**config.mk**
```make
export PLATFORM = sky130hd
export DESIGN_NAME = id_decode_branch
export DESIGN_NICKNAME = d
export VERILOG_FILES = /design/src/rtl/id_decode_branch_pkg.sv /design/src/rtl/id_decode_branch_add32.sv /design/src/rtl/id_decode_branch.sv
export SDC_FILE = /design/constraint.sdc
export NUM_CORES = 1
export LEC_CHECK = 0
export ABC_AREA = 1
export BUFFER_PORTS_ARGS = -buffer_cell sky130_fd_sc_hd__clkbuf_2
export CAP_MARGIN = 0
export CELL_PAD_IN_SITES_DETAIL_PLACEMENT = 1
export CELL_PAD_IN_SITES_GLOBAL_PLACEMENT = 1
export CORE_MARGIN = 2
export CORE_UTILIZATION = 29
export DETAILED_ROUTE_END_ITERATION = 10
export PLACE_DENSITY = 0.81
export SETUP_SLACK_MARGIN = 0.4
export SYNTH_ARGS = -nofsm -noshare
export SYNTH_HDL_FRONTEND = slang
export SYNTH_HIERARCHICAL = 1
export SYNTH_SLANG_ARGS = --single-unit
```
**constraint.sdc**
```tcl
create_clock -name CLK -period 1.35 [get_ports CLK]
set_input_delay 0.135 -clock CLK [delete_from_list [all_inputs] [get_ports CLK]]
set_output_delay 0.135 -clock CLK [all_outputs]
set_load 0.02 [all_outputs]
```
**src/rtl/id_decode_branch_pkg.sv**
```systemverilog
`default_nettype none
// ============================================================================
// Module  : id_decode_branch_pkg
// Purpose : Shared opcode/funct codes and control-field encodings for the
//           ID-stage decoder and branch resolver.
// Ports   : none (package)
// Revision: 1.0 - initial release
// ============================================================================
package id_decode_branch_pkg;

    // Primary opcodes (Instruction[31:26])
    localparam logic [5:0] OP_RTYPE = 6'b000000;
    localparam logic [5:0] OP_J     = 6'b000010;
    localparam logic [5:0] OP_JAL   = 6'b000011;
    localparam logic [5:0] OP_BEQ   = 6'b000100;
    localparam logic [5:0] OP_BNE   = 6'b000101;
    localparam logic [5:0] OP_ADDI  = 6'b001000;
    localparam logic [5:0] OP_SLTI  = 6'b001010;
    localparam logic [5:0] OP_ANDI  = 6'b001100;
    localparam logic [5:0] OP_ORI   = 6'b001101;
    localparam logic [5:0] OP_LUI   = 6'b001111;
    localparam logic [5:0] OP_LW    = 6'b100011;
    localparam logic [5:0] OP_SW    = 6'b101011;

    // R-type function codes (Instruction[5:0])
    localparam logic [5:0] FN_JR    = 6'b001000;
    localparam logic [5:0] FN_MFHI  = 6'b010000;
    localparam logic [5:0] FN_MFLO  = 6'b010010;
    localparam logic [5:0] FN_MULT  = 6'b011000;
    localparam logic [5:0] FN_DIV   = 6'b011010;

    // Destination register select
    localparam logic [1:0] REGDST_RT  = 2'b00;
    localparam logic [1:0] REGDST_RD  = 2'b01;
    localparam logic [1:0] REGDST_R31 = 2'b10;

    // Jump kind
    localparam logic [1:0] JUMP_NONE = 2'b00;
    localparam logic [1:0] JUMP_IMM  = 2'b01;
    localparam logic [1:0] JUMP_REG  = 2'b10;

    // Write-back source
    localparam logic [1:0] MEMTOREG_ALU = 2'b00;
    localparam logic [1:0] MEMTOREG_MEM = 2'b01;
    localparam logic [1:0] MEMTOREG_PC4 = 2'b10;

    // ALU operation
    localparam logic [2:0] ALUOP_ADD   = 3'b000;
    localparam logic [2:0] ALUOP_MEM   = 3'b001;
    localparam logic [2:0] ALUOP_BR    = 3'b001;
    localparam logic [2:0] ALUOP_RTYPE = 3'b010;
    localparam logic [2:0] ALUOP_AND   = 3'b011;
    localparam logic [2:0] ALUOP_OR    = 3'b100;
    localparam logic [2:0] ALUOP_SLT   = 3'b101;
    localparam logic [2:0] ALUOP_LUI   = 3'b110;

    // HI/LO unit control
    localparam logic [1:0] HILO_NONE  = 2'b00;
    localparam logic [1:0] HILO_WRITE = 2'b01;
    localparam logic [1:0] HILO_MFHI  = 2'b10;
    localparam logic [1:0] HILO_MFLO  = 2'b11;

endpackage : id_decode_branch_pkg
`default_nettype wire

```
**src/rtl/id_decode_branch_add32.sv**
```systemverilog
`default_nettype none
// ============================================================================
// Module  : add32
// Purpose : 32-bit adder, result truncated to 32 bits (wraps modulo 2^32).
// Ports   : a_i, b_i - operands; sum_o - a_i + b_i
// Revision: 1.0 - initial release
// ============================================================================
module add32 (
    input  logic [31:0] a_i,
    input  logic [31:0] b_i,
    output logic [31:0] sum_o
);

    assign sum_o = a_i + b_i;

endmodule : add32
`default_nettype wire

```
**src/rtl/id_decode_branch.sv**
```systemverilog
`default_nettype none
// ============================================================================
// Module  : id_decode_branch
// Purpose : ID-stage control decoder with branch resolution and branch/jump
//           target generation. Control is purely combinational; a one-bit
//           reset flag forces all control outputs to zero while set.
// Ports   : CLK, RESET          - clock, synchronous active-high reset
//           Instruction, PC_4   - ID instruction and its PC+4
//           RS_Data, RT_Data    - forwarded operands for branch compare
//           RegDst, Jump, WB, MEM, EX, Branch - control outputs
//           BTB_Addr, Jump_Addr - branch and jump targets (always driven)
// Revision: 1.0 - initial release
// ============================================================================
module id_decode_branch
    import id_decode_branch_pkg::*;
(
    input  logic        CLK,
    input  logic        RESET,
    input  logic [31:0] Instruction,
    input  logic [31:0] PC_4,
    input  logic [31:0] RS_Data,
    input  logic [31:0] RT_Data,
    output logic [1:0]  RegDst,
    output logic [1:0]  Jump,
    output logic [2:0]  WB,
    output logic [1:0]  MEM,
    output logic [5:0]  EX,
    output logic        Branch,
    output logic [31:0] BTB_Addr,
    output logic [31:0] Jump_Addr
);

    logic        rst_flag_q;
    logic        rst_flag_d;

    logic [5:0]  opcode;
    logic [5:0]  funct;
    logic [31:0] br_offset;
    logic        operands_equal;

    logic [1:0]  regdst_d;
    logic [1:0]  jump_d;
    logic [1:0]  memtoreg_d;
    logic        regwrite_d;
    logic        memread_d;
    logic        memwrite_d;
    logic [2:0]  aluop_d;
    logic        alusrc_d;
    logic [1:0]  hilo_d;
    logic        branch_d;

    assign opcode = Instruction[31:26];
    assign funct  = Instruction[5:0];

    // Reset flag simply tracks RESET at each rising edge.
    assign rst_flag_d = RESET;

    always_ff @(posedge CLK) begin
        rst_flag_q <= rst_flag_d;
    end

    // Targets -------------------------------------------------------------
    assign br_offset = {{14{Instruction[15]}}, Instruction[15:0], 2'b00};

    add32 u_add_btb (
        .a_i   (PC_4),
        .b_i   (br_offset),
        .sum_o (BTB_Addr)
    );

    // The two operands occupy disjoint bit ranges, so the sum is the
    // region-preserving concatenation of PC_4[31:28] and the target field.
    add32 u_add_jmp (
        .a_i   ({PC_4[31:28], 28'd0}),
        .b_i   ({4'd0, Instruction[25:0], 2'b00}),
        .sum_o (Jump_Addr)
    );

    // Branch compare: equality as the AND-reduction of the bitwise XNOR.
    assign operands_equal = &(RS_Data ~^ RT_Data);

    // Decode --------------------------------------------------------------
    always_comb begin
        regdst_d   = REGDST_RT;
        jump_d     = JUMP_NONE;
        memtoreg_d = MEMTOREG_ALU;
        regwrite_d = 1'b0;
        memread_d  = 1'b0;
        memwrite_d = 1'b0;
        aluop_d    = ALUOP_ADD;
        alusrc_d   = 1'b0;
        hilo_d     = HILO_NONE;
        branch_d   = 1'b0;

        case (opcode)
            OP_RTYPE: begin
                regdst_d   = REGDST_RD;
                regwrite_d = 1'b1;
                aluop_d    = ALUOP_RTYPE;
                case (funct)
                    FN_JR: begin
                        jump_d     = JUMP_REG;
                        regwrite_d = 1'b0;
                    end
                    FN_MULT, FN_DIV: begin
                        hilo_d     = HILO_WRITE;
                        regwrite_d = 1'b0;
                    end
                    FN_MFHI: hilo_d = HILO_MFHI;
                    FN_MFLO: hilo_d = HILO_MFLO;
                    default: ;
                endcase
            end
            OP_LW: begin
                memtoreg_d = MEMTOREG_MEM;
                regwrite_d = 1'b1;
                memread_d  = 1'b1;
                aluop_d    = ALUOP_MEM;
            end
            OP_SW: begin
                memwrite_d = 1'b1;
                aluop_d    = ALUOP_MEM;
            end
            OP_BEQ: begin
                aluop_d  = ALUOP_BR;
                branch_d = operands_equal;
            end
            OP_BNE: begin
                aluop_d  = ALUOP_BR;
                branch_d = ~operands_equal;
            end
            OP_ADDI, OP_ANDI, OP_ORI, OP_SLTI, OP_LUI: begin
                regwrite_d = 1'b1;
                alusrc_d   = 1'b1;
                case (opcode)
                    OP_ANDI: aluop_d = ALUOP_AND;
                    OP_ORI:  aluop_d = ALUOP_OR;
                    OP_SLTI: aluop_d = ALUOP_SLT;
                    OP_LUI:  aluop_d = ALUOP_LUI;
                    default: aluop_d = ALUOP_ADD;
                endcase
            end
            OP_J: begin
                jump_d = JUMP_IMM;
            end
            OP_JAL: begin
                jump_d     = JUMP_IMM;
                regdst_d   = REGDST_R31;
                memtoreg_d = MEMTOREG_PC4;
                regwrite_d = 1'b1;
            end
            default: ;
        endcase
    end

    // Output gating while the reset flag is set.
    always_comb begin
        if (rst_flag_q) begin
            RegDst = 2'b00;
            Jump   = 2'b00;
            WB     = 3'b000;
            MEM    = 2'b00;
            EX     = 6'b000000;
            Branch = 1'b0;
        end else begin
            RegDst = regdst_d;
            Jump   = jump_d;
            WB     = {memtoreg_d, regwrite_d};
            MEM    = {memread_d, memwrite_d};
            EX     = {aluop_d, alusrc_d, hilo_d};
            Branch = branch_d;
        end
    end

endmodule : id_decode_branch
`default_nettype wire

```
-- Yosys cells after proc, flatten, opt, wreduce, memory -nomap -nowiden
Index checks and enable logic that the tools add are counted.
- logic and storage cells: 49
- output and inout bits: 80
- input port bits: 130
- register bits after elaboration: 1
- bitwise operators: 2
- add/subtract/negate cells: 2
- multiplexer cells: 20
- reduce and logical (&&, ||, !) cells: 8
- equality and inequality tests: 16
- operator list (cell ; count):
    $eq A6 B4 Y1 const B ; 6
    $add A32 B28 Y32 ; 1
    $add A32 B32 Y32 ; 1
    $reduce_and A32 Y1 ; 1
    $xnor A32 B32 Y32 ; 1
    $eq A6 B5 Y1 const B ; 4
    $eq A6 B2 Y1 const B ; 2
    $eq A6 B3 Y1 const B ; 2
    $eq A6 B6 Y1 const B ; 2
    $pmux W2 S2 ; 3
    $pmux W3 S4 ; 1
    $mux W2 ; 5
    $pmux W3 S3 ; 1
    $reduce_or A7 Y1 ; 1
    $logic_not A6 Y1 ; 1
    $mux W6 ; 1
    $pmux W2 S3 ; 1
    $mux W1 ; 5
    $reduce_or A5 Y1 ; 1
    $pmux W1 S2 ; 2
    $reduce_or A2 Y1 ; 2
    $reduce_or A4 Y1 ; 1
    $mux W3 ; 1
    $reduce_or A3 Y1 ; 1
    $not A1 Y1 ; 1

-- Depth between registers and ports, before layout
Gate-level depths: netlist of run 1.
- word-level depth: 5
- depth in mapped cells: 12

-- By module
The synthesis of run 1 kept the hierarchy.
- by module, submodules not included (module ; cells each ; area an instance (µm²) ; times used):
    add32 at u_add_btb ; 494 ; 2384.8 ; 1
    add32 at u_add_jmp ; 491 ; 2323.5 ; 1
    id_decode_branch ; 176 ; 882.1 ; 1

-- Least setup slack after synthesis of run 1
No wires, ideal clock.
- kind: input-to-output
- start point: input port PC_4[11]
- end point: output port BTB_Addr[16]
- path buffers: 0
- setup slack: -0.177 ns
- stages: 8
- data required time: 1.215 ns
- arrival: 1.392 ns
- cell sequence: ha_1 nand2_2 inv_2 a21oi_1 nor2_1 nor2_1 nand2_1 xor2_1
- word-level cells in the longest chain between the ends: 1
- RTL lines (what ; RTL line ; text):
    from (decl) ; id_decode_branch.sv:20 ; input logic [31:0] PC_4,
    $add A32 B32 Y32 ; id_decode_branch_add32.sv:14 ; assign sum_o = a_i + b_i;
    to (decl) ; id_decode_branch.sv:29 ; output logic [31:0] BTB_Addr,
Every way passes these cells.

-- Final worst setup path of run 1
- start point: input port Instruction[12]
- end point: output port BTB_Addr[27]
- word-level cells in the longest chain between the ends: 1
- RTL lines (what ; RTL line ; text):
    from (decl) ; id_decode_branch.sv:19 ; input logic [31:0] Instruction,
    $add A32 B32 Y32 ; id_decode_branch_add32.sv:14 ;
Every way passes these cells.

==> flow_metrics.env, run 1 <==
export IMPL_yosysTopAreaCellShare=0.343
export IMPL_path_buf_inv=3
export IMPL_dieArea_mm2=0.0204
export IMPL_slowest_stage="ha_4"
export IMPL_via_count=10400
export IMPL_hold_buffers=0
export IMPL_hold_path_class="in2reg"
export IMPL_p_leak_nw=6.54
export IMPL_avgSynthCellArea_um2=4.82
export IMPL_ys_ff_latch=1
export IMPL_stdcell_count=1808
export IMPL_placed_cells_incl_taps=1743
export IMPL_finalPower_mw=6.97
export IMPL_io_pins=210
export IMPL_fmax_mhz=467
export IMPL_io_buffers=207
export IMPL_final_common_cell="nand2_1"
export IMPL_netlist_area_mm2=0.00559
export IMPL_via_per_inst=5.76
export IMPL_final_hold_viol_count=0
export IMPL_crit_required_ns=1.22
export IMPL_area_delta_synth_final_pct=109
export IMPL_ys_warn_count=6
export IMPL_fin_ws_ns=-0.790
export IMPL_path_common_cell="nand2_1"
export IMPL_drtIter0Drc=842
export IMPL_setup_viol_count_final=39
export IMPL_crit_fanout=4
export IMPL_drt_wl_total_um=50700
export IMPL_nets=1742
export IMPL_violations="setup timing"
export IMPL_fillers=2444
export IMPL_cp_end_kind="output port"
export IMPL_rows=50
export IMPL_grt_pass1_vias=9654
export IMPL_period_needed_ns=2.14
export IMPL_criticalPathCategory="in2out"
export IMPL_synth_distinct_cells=35
export IMPL_cp_top_family="simple AND/OR/NAND/NOR gates"
export IMPL_post_route_period_util=1.59
export IMPL_rsz0062_at_grt="true"
export IMPL_grt_first_pass_wirelength_um=50200
export IMPL_grt_max_degree=12
export IMPL_drive_gt1_frac=0.477
export IMPL_drv_slew=0
export IMPL_pre_cts_ws_ns=-0.456
export IMPL_start_util=0.297
export IMPL_postRouteAntennaNets=0
export IMPL_worst_path_largest_cell_delay_ns=0.28
export IMPL_start_kind="input pin"
export IMPL_grt_antenna_before_repair=3
export IMPL_largestRegisters="rst_flag_q (1)"
export IMPL_status="finished with violations"
export IMPL_cp_arrival_ns=2.01
export IMPL_max_flop_register="rst_flag_q"
export IMPL_syn_inst=1161
export IMPL_powerDensity_mw_per_mm2=597
export IMPL_gp_congestion=0.850
export IMPL_yosysSeqAreaShare=0.00358
export IMPL_grt_overflow=0
export IMPL_path_cells="buf_8, ha_4, nand2_1, nand2_1, inv_1, nand2_1, nand2_1, nand2_2, a21oi_2, nand2_1, nand2_1, nand2_2, buf_8"
export IMPL_firstDrtPassIters=7
export IMPL_wl_per_cell_um=28.0
export IMPL_drc=0
export IMPL_core_area_mm2=0.0188
export IMPL_yosysTopAreaCell="nand2_1"
export IMPL_grt_usage=0.310
export IMPL_drv_cap=0
export IMPL_layout_common_cells="383 x nand2_1, 216 x inv_1, 108 x buf_4"
export IMPL_dpl_hpwl_um=21100
export IMPL_clk_pin_slew_ns=0
export IMPL_irDropWorstVdd_mv=0.375
export IMPL_chipWidth_um=143
export IMPL_netlist_top_cells_area="nand2_1 34%, inv_1 17%, ha_1 14%"
export IMPL_die_y_um=143
export IMPL_largest_reg_flops=1
-- timing repair --
item / CTS / global route
gates cloned: 1 / 0
buffers inserted: 28 / 34
pin swaps: 146 / 164
endpoints found under the setup margin: 76 / 75
gates resized for setup: 390 / 308
-- area by class of cell --
type | count | area, um^2 | share of cell area
sequential | 1 | 23.8 | 0.00203
tap | 260 | 325 | 0.0278
antenna | 2 | 5.00 | 0.000428
inverter | 261 | 1040 | 0.0892
multi-input combinational | 936 | 7060 | 0.604
timing repair buffer | 348 | 3220 | 0.276
-- power breakdown --
group,switching (mW),internal [mW]
combinational,4.04,2.88
clock,0,0.000000199
sequential,0.0108,0.0311
-- layer usage --
layer / part of all wire / up-vias / GRT usage
met5: 0.00032 / - / 0
met4: 0.12 / 2 / 0.142
met3: 0.10 / 418 / 0.0305
met2: 0.45 / 906 / 0.598
met1: 0.33 / 4895 / 0.340
li1: - / 4185 / -
-- path summary, 6_finish.rpt --
path                  slack [ns]            start  cells after the start            to
worst max-delay path       -0.79  Instruction[12]                     13  BTB_Addr[27]
worst min-delay path        0.25            RESET                      1    rst_flag_q
-- stage by stage --
step	utilization	instance area, um^2	TNS, ns	hold slack (ns)
6_report	0.620	11700	-17.06	0.247
3_5_place_dp	0.442	8320	-9.25	0.245
2_1_floorplan	-	6360	0	0.163
5_1_grt	0.620	11700	-17.45	0.246
4_1_cts	0.554	10400	-7.86	0.246
3_3_place_gp	0.442	8320	-8.31	0.237
-- kinds of logic after synthesis --
group                    after synthesis  synth area share
buffers and inverters                262             0.176
flip-flops                             1           0.00358
AND/OR/NAND/NOR                      725             0.535
other                                  1          0.000671
adder cells (fa/ha/maj)               64             0.146
XOR/XNOR                              53            0.0830
AO/OA/AOI/OAI                         55            0.0553
-- Yosys cell counts --
master and count:
nor2_2 4, o21bai_1 4, nand2_1 511, fa_1 2, inv_2 5, or2_4 1
inv_1 256, nor3_1 8, nor4_1 3, buf_2 1, conb_1 1, xnor2_1 24
nand3_2 6, a21oi_1 41, a31oi_1 1, a32oi_1 1, nand4_2 1, a21o_1 2
nand4_1 9, o21ai_2 1, a41oi_1 1, nor4_2 1, nor3_2 3, nand2_2 23
ha_1 62, nand3_1 52, xor2_1 29, nor2_4 2, or2_1 2, o31ai_1 1
a21oi_2 1, o21ai_1 1, dfxtp_1 1, o21ai_0 1, nor2_1 99
No activity file was read; power rests on OpenSTA's default activity.
==> inputs of run 2 (changes only) <==
--- a/config.mk
+++ b/config.mk
@@ -10,7 +10,6 @@
 export CAP_MARGIN = 0
 export CELL_PAD_IN_SITES_DETAIL_PLACEMENT = 1
 export CELL_PAD_IN_SITES_GLOBAL_PLACEMENT = 1
-export CORE_MARGIN = 2
 export CORE_UTILIZATION = 29
 export DETAILED_ROUTE_END_ITERATION = 10
 export PLACE_DENSITY = 0.81
==> run 2 against run 1 <==
  * The flow still finishes with violations (setup timing)
  * Sequential share of layout area is essentially flat
  * Sequential cell count is the same
  * Final area shrank 2.3%
  * Core utilization shrank 1.4 points
  * Combinational power shrank 6.1%
  * Critical path type unchanged
  * Highest routed layer is now met4
==> flow_metrics.env, run 2 (synthesis results as in run 1) <==
export IMPL_p_int_mw=2.79
export IMPL_postRouteAntennaNets=0
export IMPL_post_route_period_util=1.47
export IMPL_dpl_hpwl_um=21400
export IMPL_area_delta_synth_final_pct=104
export IMPL_io_buffers=207
export IMPL_grt_overflow=0
export IMPL_crit_required_ns=1.22
export IMPL_via_count=9775
export IMPL_hold_path_class="in2reg"
export IMPL_powerDensity_mw_per_mm2=574
export IMPL_crit_end="BTB_Addr[31]"
export IMPL_rows=50
export IMPL_final_hold_viol_count=0
export IMPL_largestRegisters="rst_flag_q (1)"
export IMPL_finalPower_mw=6.55
export IMPL_combPwrFrac=0.994
export IMPL_wl_per_cell_um=24.7
export IMPL_pre_cts_ws_ns=-0.481
export IMPL_io_pins=210
export IMPL_grt_first_pass_wirelength_um=49300
export IMPL_placed_cells_incl_taps=1743
export IMPL_grt_max_degree=16
export IMPL_grt_usage=0.315
export IMPL_startpoint="Instruction[15]"
export IMPL_p_leak_nw=6.38
export IMPL_tns_ns=-13.24
export IMPL_status="finished with violations"
export IMPL_whs_path_depth=1
export IMPL_layout_common_cells="385 x nand2_1, 218 x inv_1, 106 x clkbuf_2"
export IMPL_drtIter0Drc=759
export IMPL_grt_antenna_before_repair=2
export IMPL_setup_viol_count_final=38
export IMPL_rsz0062_at_grt="true"
export IMPL_nets=1736
export IMPL_dieArea_mm2=0.0198
export IMPL_clk_pin_slew_ns=0
export IMPL_fin_ws_ns=-0.633
export IMPL_violations="setup timing"
export IMPL_crit_fanout=8
export IMPL_switching_share=0.574
export IMPL_p_switching_mw=3.76
export IMPL_drt_wl_total_um=44400
export IMPL_fmax_mhz=504
export IMPL_final_common_cell="nand2_1"
export IMPL_drv_cap=0
export IMPL_largest_reg_flops=1
export IMPL_max_flop_register="rst_flag_q"
export IMPL_drive_gt1_frac=0.467
export IMPL_gp_congestion=0.855
export IMPL_grt_pass1_vias=9699
export IMPL_irDropWorstVdd_mv=0.376
export IMPL_cp_end_kind="output port"
export IMPL_firstDrtPassIters=5
export IMPL_core_area_mm2=0.0188
export IMPL_worst_pin_slew_ns=0.520
export IMPL_whs_ns=0.249
export IMPL_sequentialPowerShare=0.006
export IMPL_via_per_inst=5.42
export IMPL_period_needed_ns=1.98
export IMPL_criticalPathCategory="in2out"
export IMPL_die_y_um=141
export IMPL_slew_headroom=0.651
export IMPL_p_clk_frac=0
export IMPL_drv_slew=0
export IMPL_chipWidth_um=141
export IMPL_cp_arrival_ns=1.85
export IMPL_drc=0
export IMPL_start_util=0.297
export IMPL_start_kind="input pin"
export IMPL_stdcell_count=1802
-- run 2: layout make-up --
cell class | count | area [um^2]
diodes | 2 | 5.00
fillers | 2450 | 7420
inverters | 261 | 1030
multi-input cells | 936 | 6940
flip-flops and latches | 1 | 23.8
well taps | 260 | 325
repair buffers | 342 | 3080
-- run 2: how the worst min path moves through the flow --
stage | start | slack, ns | end
floorplan | RESET | 0.16 | rst_flag_q
global placement | RESET | 0.24 | rst_flag_q
detailed placement | RESET | 0.26 | rst_flag_q
CTS | RESET | 0.26 | rst_flag_q
global route | RESET | 0.25 | rst_flag_q
finish | RESET | 0.25 | rst_flag_q
-- run 2: critical path: stages --
cell and delay [ns]:
buf_8 0.11, buf_12 0.15, buf_4 0.15, ha_4 0.22
a21o_1 0.20, nor2_1 0.16, nand2_1 0.11, a21oi_2 0.18
nand2_1 0.10, nand2_1 0.11, nand2_2 0.06, buf_6 0.13
-- run 2: metrics by stage --
stage | utilization | area, um^2
after detailed placement | 0.442 | 8320
after global routing | 0.606 | 11400
after global placement | 0.442 | 8320
after floorplan | - | 6360
after CTS | 0.538 | 10100
final | 0.606 | 11400
-- run 2: timing repair --
action,in CTS,in global routing
endpoints found under the setup margin,76,69
setup buffers,31,25
pin swaps,86,141
hold buffers,0,0
cloned,0,1
resized for setup,323,334
-- run 2: routing by layer --
layer,global-route usage,part of all wire,wire length (um),vias up
li1,-,-,-,4183
met1,0.326,0.34,15200,4666
met2,0.631,0.48,21300,619
met3,0.0292,0.074,3270,307
met4,0.144,0.10,4640,0
met5,0,0,0,-
-- run 2: power groups by stage --
stage	clock network [mW]	registers (mW)	logic (mW)
5_1_grt	0.0000000991	0.0426	6.76
2_1_floorplan	0	0.0323	2.58
6_report	0.000000199	0.0424	6.51
3_3_place_gp	0	0.0363	3.89
4_1_cts	0	0.0383	4.91
3_5_place_dp	0	0.0361	3.99
